`src/rtl/connect4_pkg.sv`:
```
// Definitions shared by the Connect-4 SoC: bus slot selectors, mailbox FSM
// states and status-word bit positions.
package connect4_pkg;

  localparam logic [2:0] SEL_DMEM     = 3'd0;
  localparam logic [2:0] SEL_KEY      = 3'd1;
  localparam logic [2:0] SEL_SWITCH   = 3'd2;
  localparam logic [2:0] SEL_NN_START = 3'd3;
  localparam logic [2:0] SEL_NN_READ  = 3'd4;
  localparam logic [2:0] SEL_VGA      = 3'd5;

  typedef enum logic [1:0] {
    ST_IDLE   = 2'd0,
    ST_LAUNCH = 2'd1,
    ST_WAIT   = 2'd2,
    ST_DONE   = 2'd3
  } nn_state_t;

  localparam int BIT_BUSY  = 31;
  localparam int BIT_VALID = 30;
  localparam int BIT_TOUT  = 29;
  localparam int BIT_ERR   = 28;
  localparam int BIT_OVR   = 27;

  // Column reported when the accelerator never answers.
  localparam logic [2:0] COL_TIMEOUT = 3'd7;

endpackage

```
`src/rtl/nn_timeout_timer.sv`:
```
// Watchdog for the evaluator: counts WAIT cycles and flags the last one
// (count == TIMEOUT_CYCLES-1) so the mailbox can abandon the evaluation.
module nn_timeout_timer #(
  parameter int TIMEOUT_CYCLES = 50000,
  parameter int TO_W           = 16
) (
  input  logic clock,
  input  logic resetn,
  input  logic clr,
  input  logic en,
  output logic expired
);

  localparam logic [TO_W-1:0] LAST = TO_W'(TIMEOUT_CYCLES - 1);

  logic [TO_W-1:0] cnt_q, cnt_d;

  assign expired = (cnt_q == LAST);

  // Saturate at LAST so a caller that lingers cannot wrap the count.
  always_comb begin
    cnt_d = cnt_q;
    if (clr)                cnt_d = '0;
    else if (en && !expired) cnt_d = cnt_q + 1'b1;
  end

  always_ff @(posedge clock or negedge resetn) begin
    if (!resetn) cnt_q <= '0;
    else         cnt_q <= cnt_d;
  end

endmodule

```
`src/rtl/nn_mailbox.sv`:
```
// CPU <-> NN move-evaluator mailbox: start slot launches an evaluation, read
// slot returns busy/valid/tout/err/overrun + column with read-to-clear.
module nn_mailbox
  import connect4_pkg::*;
#(
  parameter int COLS           = 7,
  parameter int TIMEOUT_CYCLES = 50000,
  parameter int TO_W           = 16
) (
  input  logic        clock,
  input  logic        resetn,
  input  logic [2:0]  mem_selector,
  input  logic        mem_we,
  input  logic        mem_re,
  input  logic [31:0] mem_wdata,
  output logic [31:0] rdata,
  output logic        nn_start,
  output logic [7:0]  nn_arg,
  input  logic        nn_done,
  input  logic [2:0]  nn_col
);

  nn_state_t  state_q, state_d;
  logic [7:0] arg_q, arg_d;
  logic [2:0] col_q, col_d;
  logic       valid_q, valid_d;
  logic       tout_q, tout_d;
  logic       err_q, err_d;
  logic       ovr_q, ovr_d;

  logic start_wr, read_rd, accept, expired, busy;
  logic unused_wdata;

  assign unused_wdata = ^mem_wdata[31:8];
  assign start_wr     = mem_we && (mem_selector == SEL_NN_START);
  assign read_rd      = mem_re && (mem_selector == SEL_NN_READ);
  assign accept       = start_wr && ((state_q == ST_IDLE) || (state_q == ST_DONE));

  nn_timeout_timer #(
    .TIMEOUT_CYCLES (TIMEOUT_CYCLES),
    .TO_W           (TO_W)
  ) u_timer (
    .clock   (clock),
    .resetn  (resetn),
    .clr     (state_q == ST_LAUNCH),
    .en      (state_q == ST_WAIT),
    .expired (expired)
  );

  always_ff @(posedge clock or negedge resetn) begin
    if (!resetn) state_q <= ST_IDLE;
    else         state_q <= state_d;
  end

  always_comb begin
    state_d = state_q;
    case (state_q)
      ST_IDLE:   if (start_wr) state_d = ST_LAUNCH;
      ST_LAUNCH: state_d = ST_WAIT;
      ST_WAIT:   if (nn_done || expired) state_d = ST_DONE;
      ST_DONE:   if (start_wr) state_d = ST_LAUNCH;
                 else if (read_rd) state_d = ST_IDLE;
      default:   state_d = ST_IDLE;
    endcase
  end

  // Result/flag registers. A start in DONE beats a same-cycle read.
  always_comb begin
    arg_d   = arg_q;
    col_d   = col_q;
    valid_d = valid_q;
    tout_d  = tout_q;
    err_d   = err_q;
    ovr_d   = ovr_q;
    if (accept) begin
      arg_d   = mem_wdata[7:0];
      valid_d = 1'b0;
      tout_d  = 1'b0;
      err_d   = 1'b0;
      ovr_d   = 1'b0;
    end else if (start_wr) begin
      ovr_d = 1'b1;
    end
    if (state_q == ST_WAIT) begin
      if (nn_done) begin
        col_d   = nn_col;
        err_d   = (int'(nn_col) >= COLS);
        valid_d = 1'b1;
      end else if (expired) begin
        col_d   = COL_TIMEOUT;
        tout_d  = 1'b1;
        valid_d = 1'b1;
      end
    end
    if ((state_q == ST_DONE) && !start_wr && read_rd) valid_d = 1'b0;
  end

  always_ff @(posedge clock or negedge resetn) begin
    if (!resetn) begin
      arg_q   <= '0;
      col_q   <= '0;
      valid_q <= 1'b0;
      tout_q  <= 1'b0;
      err_q   <= 1'b0;
      ovr_q   <= 1'b0;
    end else begin
      arg_q   <= arg_d;
      col_q   <= col_d;
      valid_q <= valid_d;
      tout_q  <= tout_d;
      err_q   <= err_d;
      ovr_q   <= ovr_d;
    end
  end

  always_comb begin
    nn_start        = (state_q == ST_LAUNCH);
    busy            = (state_q == ST_LAUNCH) || (state_q == ST_WAIT);
    nn_arg          = arg_q;
    rdata           = '0;
    rdata[BIT_BUSY]  = busy;
    rdata[BIT_VALID] = valid_q;
    rdata[BIT_TOUT]  = tout_q;
    rdata[BIT_ERR]   = err_q;
    rdata[BIT_OVR]   = ovr_q;
    rdata[2:0]       = col_q;
  end

endmodule

```
`config.mk`:
```
export PLATFORM = sky130hd
export DESIGN_NAME = nn_mailbox
export DESIGN_NICKNAME = d
export VERILOG_FILES = /design/src/rtl/connect4_pkg.sv /design/src/rtl/nn_timeout_timer.sv /design/src/rtl/nn_mailbox.sv
export SDC_FILE = /design/constraint.sdc
export NUM_CORES = 1
export LEC_CHECK = 0
export BUFFER_PORTS_ARGS = -buffer_cell sky130_fd_sc_hd__buf_2
export CAP_MARGIN = 0
export CORE_ASPECT_RATIO = 2
export CORE_MARGIN = 1.5
export CORE_UTILIZATION = 47
export DETAILED_ROUTE_END_ITERATION = 8
export PLACE_DENSITY = 0.84
export SLEW_MARGIN = 20
export SYNTH_ARGS = -nofsm -noshare
export SYNTH_HDL_FRONTEND = slang
export SYNTH_SLANG_ARGS = --single-unit
```
`constraint.sdc`:
```
create_clock -name clock -period 2.45 [get_ports clock]
set_input_delay 0.1225 -clock clock [delete_from_list [all_inputs] [get_ports clock]]
set_output_delay 0.1225 -clock clock [all_outputs]
set_load 0.01 [all_outputs]
```
# [After elaboration in Yosys (flattened, before gate mapping)]
# Index checks and enable logic that the tools add are counted.
[word_totals] out_inout_bits=41 rom_bits=0 latch_bits=0 ramBits=0 memories=0 regBits=33 in_bits=43 elab_cells=59
[op_classes] mul=0 n_eq_ne=9 add_sub_neg=1 n_bitwise=0 div_mod_pow=0 shifts=0 n_lt_le_gt_ge=1 n_reduce_logical=17 mux=23
[ops] op="$mux 16" count=2
[ops] op="$add 16x1->16 const B" count=1
[ops] op="$eq 16x16->1 const B" count=1
[ops] op="$mux 1" count=14
[ops] op="$mux 2" count=4
[ops] op="$pmux 2 s4" count=1
[ops] op="$logic_and 1x1->1" count=6
[ops] op="$mux 3" count=2
[ops] op="$reduce_bool 2->1" count=3
[ops] op="$eq 2x2->1 const B" count=2
[ops] op="$ne 2x2->1 const B" count=2
[ops] op="$eq 3x2->1 const B" count=1
[ops] op="$eq 3x3->1 const B" count=1
[ops] op="$ge 3x3->1 const B" count=1
[ops] op="$logic_or 1x1->1" count=3
[ops] op="$ne 3x3->1 const B" count=1
[ops] op="$reduce_and 3->1" count=1
[ops] op="$eq 2x1->1 const B" count=1
[ops] op="$logic_not 1->1" count=2
[ops] op="$logic_not 2->1" count=1
[ops] op="$reduce_and 2->1" count=1

# [Depth between registers and ports, before layout]
[depth] depth_word=8 ltp_mapped=7 depth_no_buf=6

# [Hierarchy]
# From an unflattened synthesis, not the netlist that was laid out.
[unflattened] hier_cells=181 hier_area_um2=1931.9
[modules_own_cells] module="nn_mailbox" instances=1 cells_each=93 area_per_inst_um2=1039.7
[modules_own_cells] module="nn_timeout_timer" instances=1 cells_each=88 area_per_inst_um2=892.1

# [Least setup slack after synthesis]
# Ideal clock, no wire load.
[synth_timing] path_kind="flip-flop to flip-flop" from="reg u_timer.cnt_q[4]" to="reg state_q[1]" path_stages_with_launch=6 slack_ps=534 required_time_ps=2325 arrival_time_ps=1791 path_buffers=1 synth_period_minus_slack_ps=1916 cell_sequence="dfrtp_1 > or4b_1 > o41ai_2 > buf_4 > o21ai_2 > mux2_4"
[synth_via] elab_chain_cells=4
[synth_lines] item="start: declaration" line_no="nn_timeout_timer.sv:16" text="logic [TO_W-1:0] cnt_q, cnt_d;"
[synth_lines] item="start signal: assignment" line_no="nn_timeout_timer.sv:29" text="else cnt_q <= cnt_d;"
[synth_lines] item="$eq 16x16->1" line_no="nn_timeout_timer.sv:18" text="assign expired = (cnt_q == LAST);"
[synth_lines] item="$logic_or 1x1->1" line_no="nn_mailbox.sv:60" text="ST_WAIT: if (nn_done || expired) state_d = ST_DONE;"
[synth_lines] item="$ne 2x2->1 (no line)"
[synth_lines] item="$reduce_and 3->1 (no line)"
[synth_lines] item="end signal: assignment" line_no="nn_mailbox.sv:52" text="else state_q <= state_d;"
[synth_lines] item="end: declaration" line_no="nn_mailbox.sv:23" text="nn_state_t state_q, state_d;"
# Every way passes these cells.
# A chain may end at the register's enable or synchronous reset.

# [Worst setup path in the final report]
[layout_timing] from="reg u_timer.cnt_q[4]" to="reg u_timer.cnt_q[1]"
[layout_via] elab_chain_cells=4
[layout_lines] item="$eq 16x16->1" line_no="nn_timeout_timer.sv:18"
[layout_lines] item="$logic_not 1->1" line_no="nn_timeout_timer.sv:24" text="else if (en && !expired) cnt_d = cnt_q + 1'b1;"
[layout_lines] item="$logic_and 1x1->1" line_no="nn_timeout_timer.sv:24"
[layout_lines] item="$reduce_bool 2->1 (no line)"
# Every way passes these cells.

==> impl_metrics.csv <==
group,metric,value,unit
outcome,status,"completed",
die,die_w,48.0,µm
route,drt_iter0_drc,35,
cts,clock-sinks,33,
cts,root_buffer,"clkbuf_8",
hold_path,hp-start,"mem_wdata[2]",
synth,synth_edf_count,0,
timing,max-slew-margin-rel,51.9,%
synth,synth-seq-cells,33,
synth,synth_ff_type,"dfrtp_1",
route,dr.pass1.iters,4,
die,die-area,4460,µm²
die,rows,32,
synth,postSynthAreaPerCell,10.3,µm²
die,die_h,93.0,µm
route,vias_per_cell,5.35,
placement,dp_slack,0.267,ns
die,initial_core_util,49.0,%
synth,synth.most_common_cell,"dfrtp_1",
synth,ys_warn_count,0,
cts,cts_tree,"done",
global_routing,grt_pass1_vias,1372,
setup_path,crit_arrival,2.41,ns
route,postRouteAntennaNets,0,
placement,gp_congestion,0.849,
final_layout,drive_gt1_share,28.1,%
setup_path,cp-startpoint,"u_timer.cnt_q[4]$_DFFE_PN0P_",
route,wl_met3,146,µm
cts,max-clock-path-buffers,2,
cts,cts_buffers,5,
power_and_ir_drop,total_power,2.01,mW
global_routing,antenna_found_initial,0,
job,drv_cap,0,
synth,netlist_area,1900,µm²
die,coreArea,3880,µm²
global_routing,grt_overflow_total,0,
cts,postCtsSetupBuffers,0,
setup_path,worst_setup_path_end_kind,"flip-flop",
timing,finClkSkew,0.00196,ns
global_routing,grt_max_degree,34,
synth,synth_cell_types,42,
route,num_vias,1456,
global_routing,grtUsageTotal,19.0,%
synth,async_flop_share,100,%
route,top_layer,"met4",
cts,cts_resized,0,
cts,h-tree-depth,2,
final_layout,n_antenna_cell,0,
power_and_ir_drop,leakage,1.00,nW
synth,synth.area.top_cells,"dfrtp_1 43%, buf_4 12%, mux2_2 6.5%, ha_1 3.9%, a21oi_1 2.9%",
power_and_ir_drop,switchingPower,0.719,mW
setup_path,worstSetupStartpointType,"flip-flop",
setup_path,rrSetupSlack,0.21,ns
hold_path,hold_path_class,"in -> reg",
power_and_ir_drop,switching_share,35.7,%
timing,setup_viol,0,
setup_path,rr_startpoint,"u_timer.cnt_q[4]$_DFFE_PN0P_",
setup_path,path_max_fanout,6,
synth,synth_seq_area_share,43.4,%
synth,synth_top_area_share,43.4,%
timing,finalCriticalPeriod,2.24,ns
synth,synth_common_cells,"33 x dfrtp_1, 30 x buf_4, 11 x a21oi_1, 11 x mux2_2",
route,drc,0,
power_and_ir_drop,p_comb_share,41.5,%
route,wl_met2,2260,µm
placement,portBuffers,35,
final_layout,final_nets,270,
timing,timing.final.ws_setup,0.208,ns
synth,yosys.area.top_type,"dfrtp_1",
power_and_ir_drop,p_int,1.30,mW
timing,rsz0062_at_grt,"no",
global_routing,grt_pass1_wl,6030,µm
hold_path,holdPathStages,2,
route,wl_per_cell,14.0,µm
cts,postCtsHoldBufs,1,
route,routed_wl,3810,µm
route,wl_met1,1290,µm
power_and_ir_drop,pwr-share-seq,38.5,%
setup_path,r2r_cells,5,
timing,hold_violations,0,
timing,timing.final.crit_share,91.5,%
timing,final_max_slew_viol_count,0,
timing,setup_tns,0,ns
die,pin_count,84,
cts,clk_latency,0.28,ns
setup_path,path_class,"reg -> reg",
setup_path,rr_endpoint,"u_timer.cnt_q[1]$_DFFE_PN0P_",
synth,syn_inst,184,
cts,path_clk_slew,0.06,ns
power_and_ir_drop,ir_drop,477,µV
timing,fmax,446,MHz
final_layout,area_growth,11.1,%
power_and_ir_drop,clockPowerShare,20.0,%
setup_path,cp.required,2.62,ns
placement,dp_hpwl,2810,µm
hold_path,whs_endpoint,"nn_arg[2]$_DFFE_PN0P_",
power_and_ir_drop,power_density,953,nW/µm²
timing,worst_slew_pin_slew,0.722,ns
cells in the final DEF, fill, tap and decap left out, types with 2 or more instances in the layout:
cell,count
a21oi_1,11
and4_1,3
buf_2,35
buf_4,5
clkbuf_8,6
conb_1,24
dfrtp_1,33
ha_1,6
inv_1,6
mux2_2,11
nand2_1,8
nand3_1,5
nand4_1,3
nand4b_1,3
nor2_1,8
nor2b_1,3
o21ai_0,5
o21ai_1,3
o22a_1,4
o31ai_1,3
or3_1,8
or4_1,4
or4b_1,2
or4bb_1,2
xor2_1,2
cell families after synthesis:
logic type | Yosys count | synth area share, %
AND/OR/NAND/NOR | 55 | 17.7
multiplexers | 13 | 7.82
flip-flops | 33 | 43.4
XOR/XNOR | 2 | 0.921
other | 1 | 0.197
AO/OA/AOI/OAI | 34 | 11.8
adder cells (fa/ha/maj) | 6 | 3.94
buffers and inverters | 40 | 14.2
registers in the layout (all words and copies together), names as in the netlist:
| name | flops |
|---|---|
| state_q | 2 |
| valid_q | 1 |
| col_q | 3 |
| ovr_q | 1 |
| tout_q | 1 |
| err_q | 1 |
| nn_arg | 8 |
| u_timer.cnt_q | 16 |
through the flow:
step	cell area (µm²)	utilization, %	cells	hold slack (ns)
finish	2110	54.4	272	0.0713
global route	2110	54.4	272	0.0691
CTS	2110	54.4	272	0.0696
detailed placement	2020	52.0	264	0.215
global placement	2020	52.0	264	0.212
floorplan	1990	-	207	-0.173
layer usage:
| layer | track usage, % | vias to the layer above |
|---|---|---|
| met5 | 0 | - |
| met4 | 9.68 | 0 |
| met3 | 4.83 | 11 |
| met2 | 35.0 | 56 |
| met1 | 17.1 | 710 |
| li1 | - | 679 |
worst max-delay path by stage:
stage                                         endpoint  slack, ns  cells after the start
final                     u_timer.cnt_q[1]$_DFFE_PN0P_       0.21                      5
after global routing      u_timer.cnt_q[1]$_DFFE_PN0P_       0.05                      5
after CTS                 u_timer.cnt_q[1]$_DFFE_PN0P_       0.23                      5
after detailed placement  u_timer.cnt_q[1]$_DFFE_PN0P_       0.27                      5
after global placement    u_timer.cnt_q[1]$_DFFE_PN0P_       0.29                      5
after floorplan                 state_q[1]$_DFFE_PN0P_       0.53                      5
cell type report:
cell class,instances,area [µm²]
clock buffers,7,86.3
fillers,346,1770
inverters,6,22.5
multi-input cells,134,893
flip-flops and latches,33,826
well taps,51,63.8
repair buffers,41,223
power by group through the flow:
stage / clock network (mW) / registers (mW) / logic, mW
2_1_floorplan: 0 / 0.819 / 0.595
3_3_place_gp: 0 / 0.776 / 0.803
3_5_place_dp: 0 / 0.786 / 0.829
4_1_cts: 0.407 / 0.776 / 0.839
5_1_grt: 0.438 / 0.804 / 0.934
6_report: 0.403 / 0.775 / 0.836
worst max-delay path: stages (launching register included):
cell     delay [ns]
dfrtp_1        0.43
or4b_1         0.55
o41ai_2        0.64
buf_4          0.26
mux2i_1        0.19
nor2_1         0.05
(Power assumes the default switching activity.)
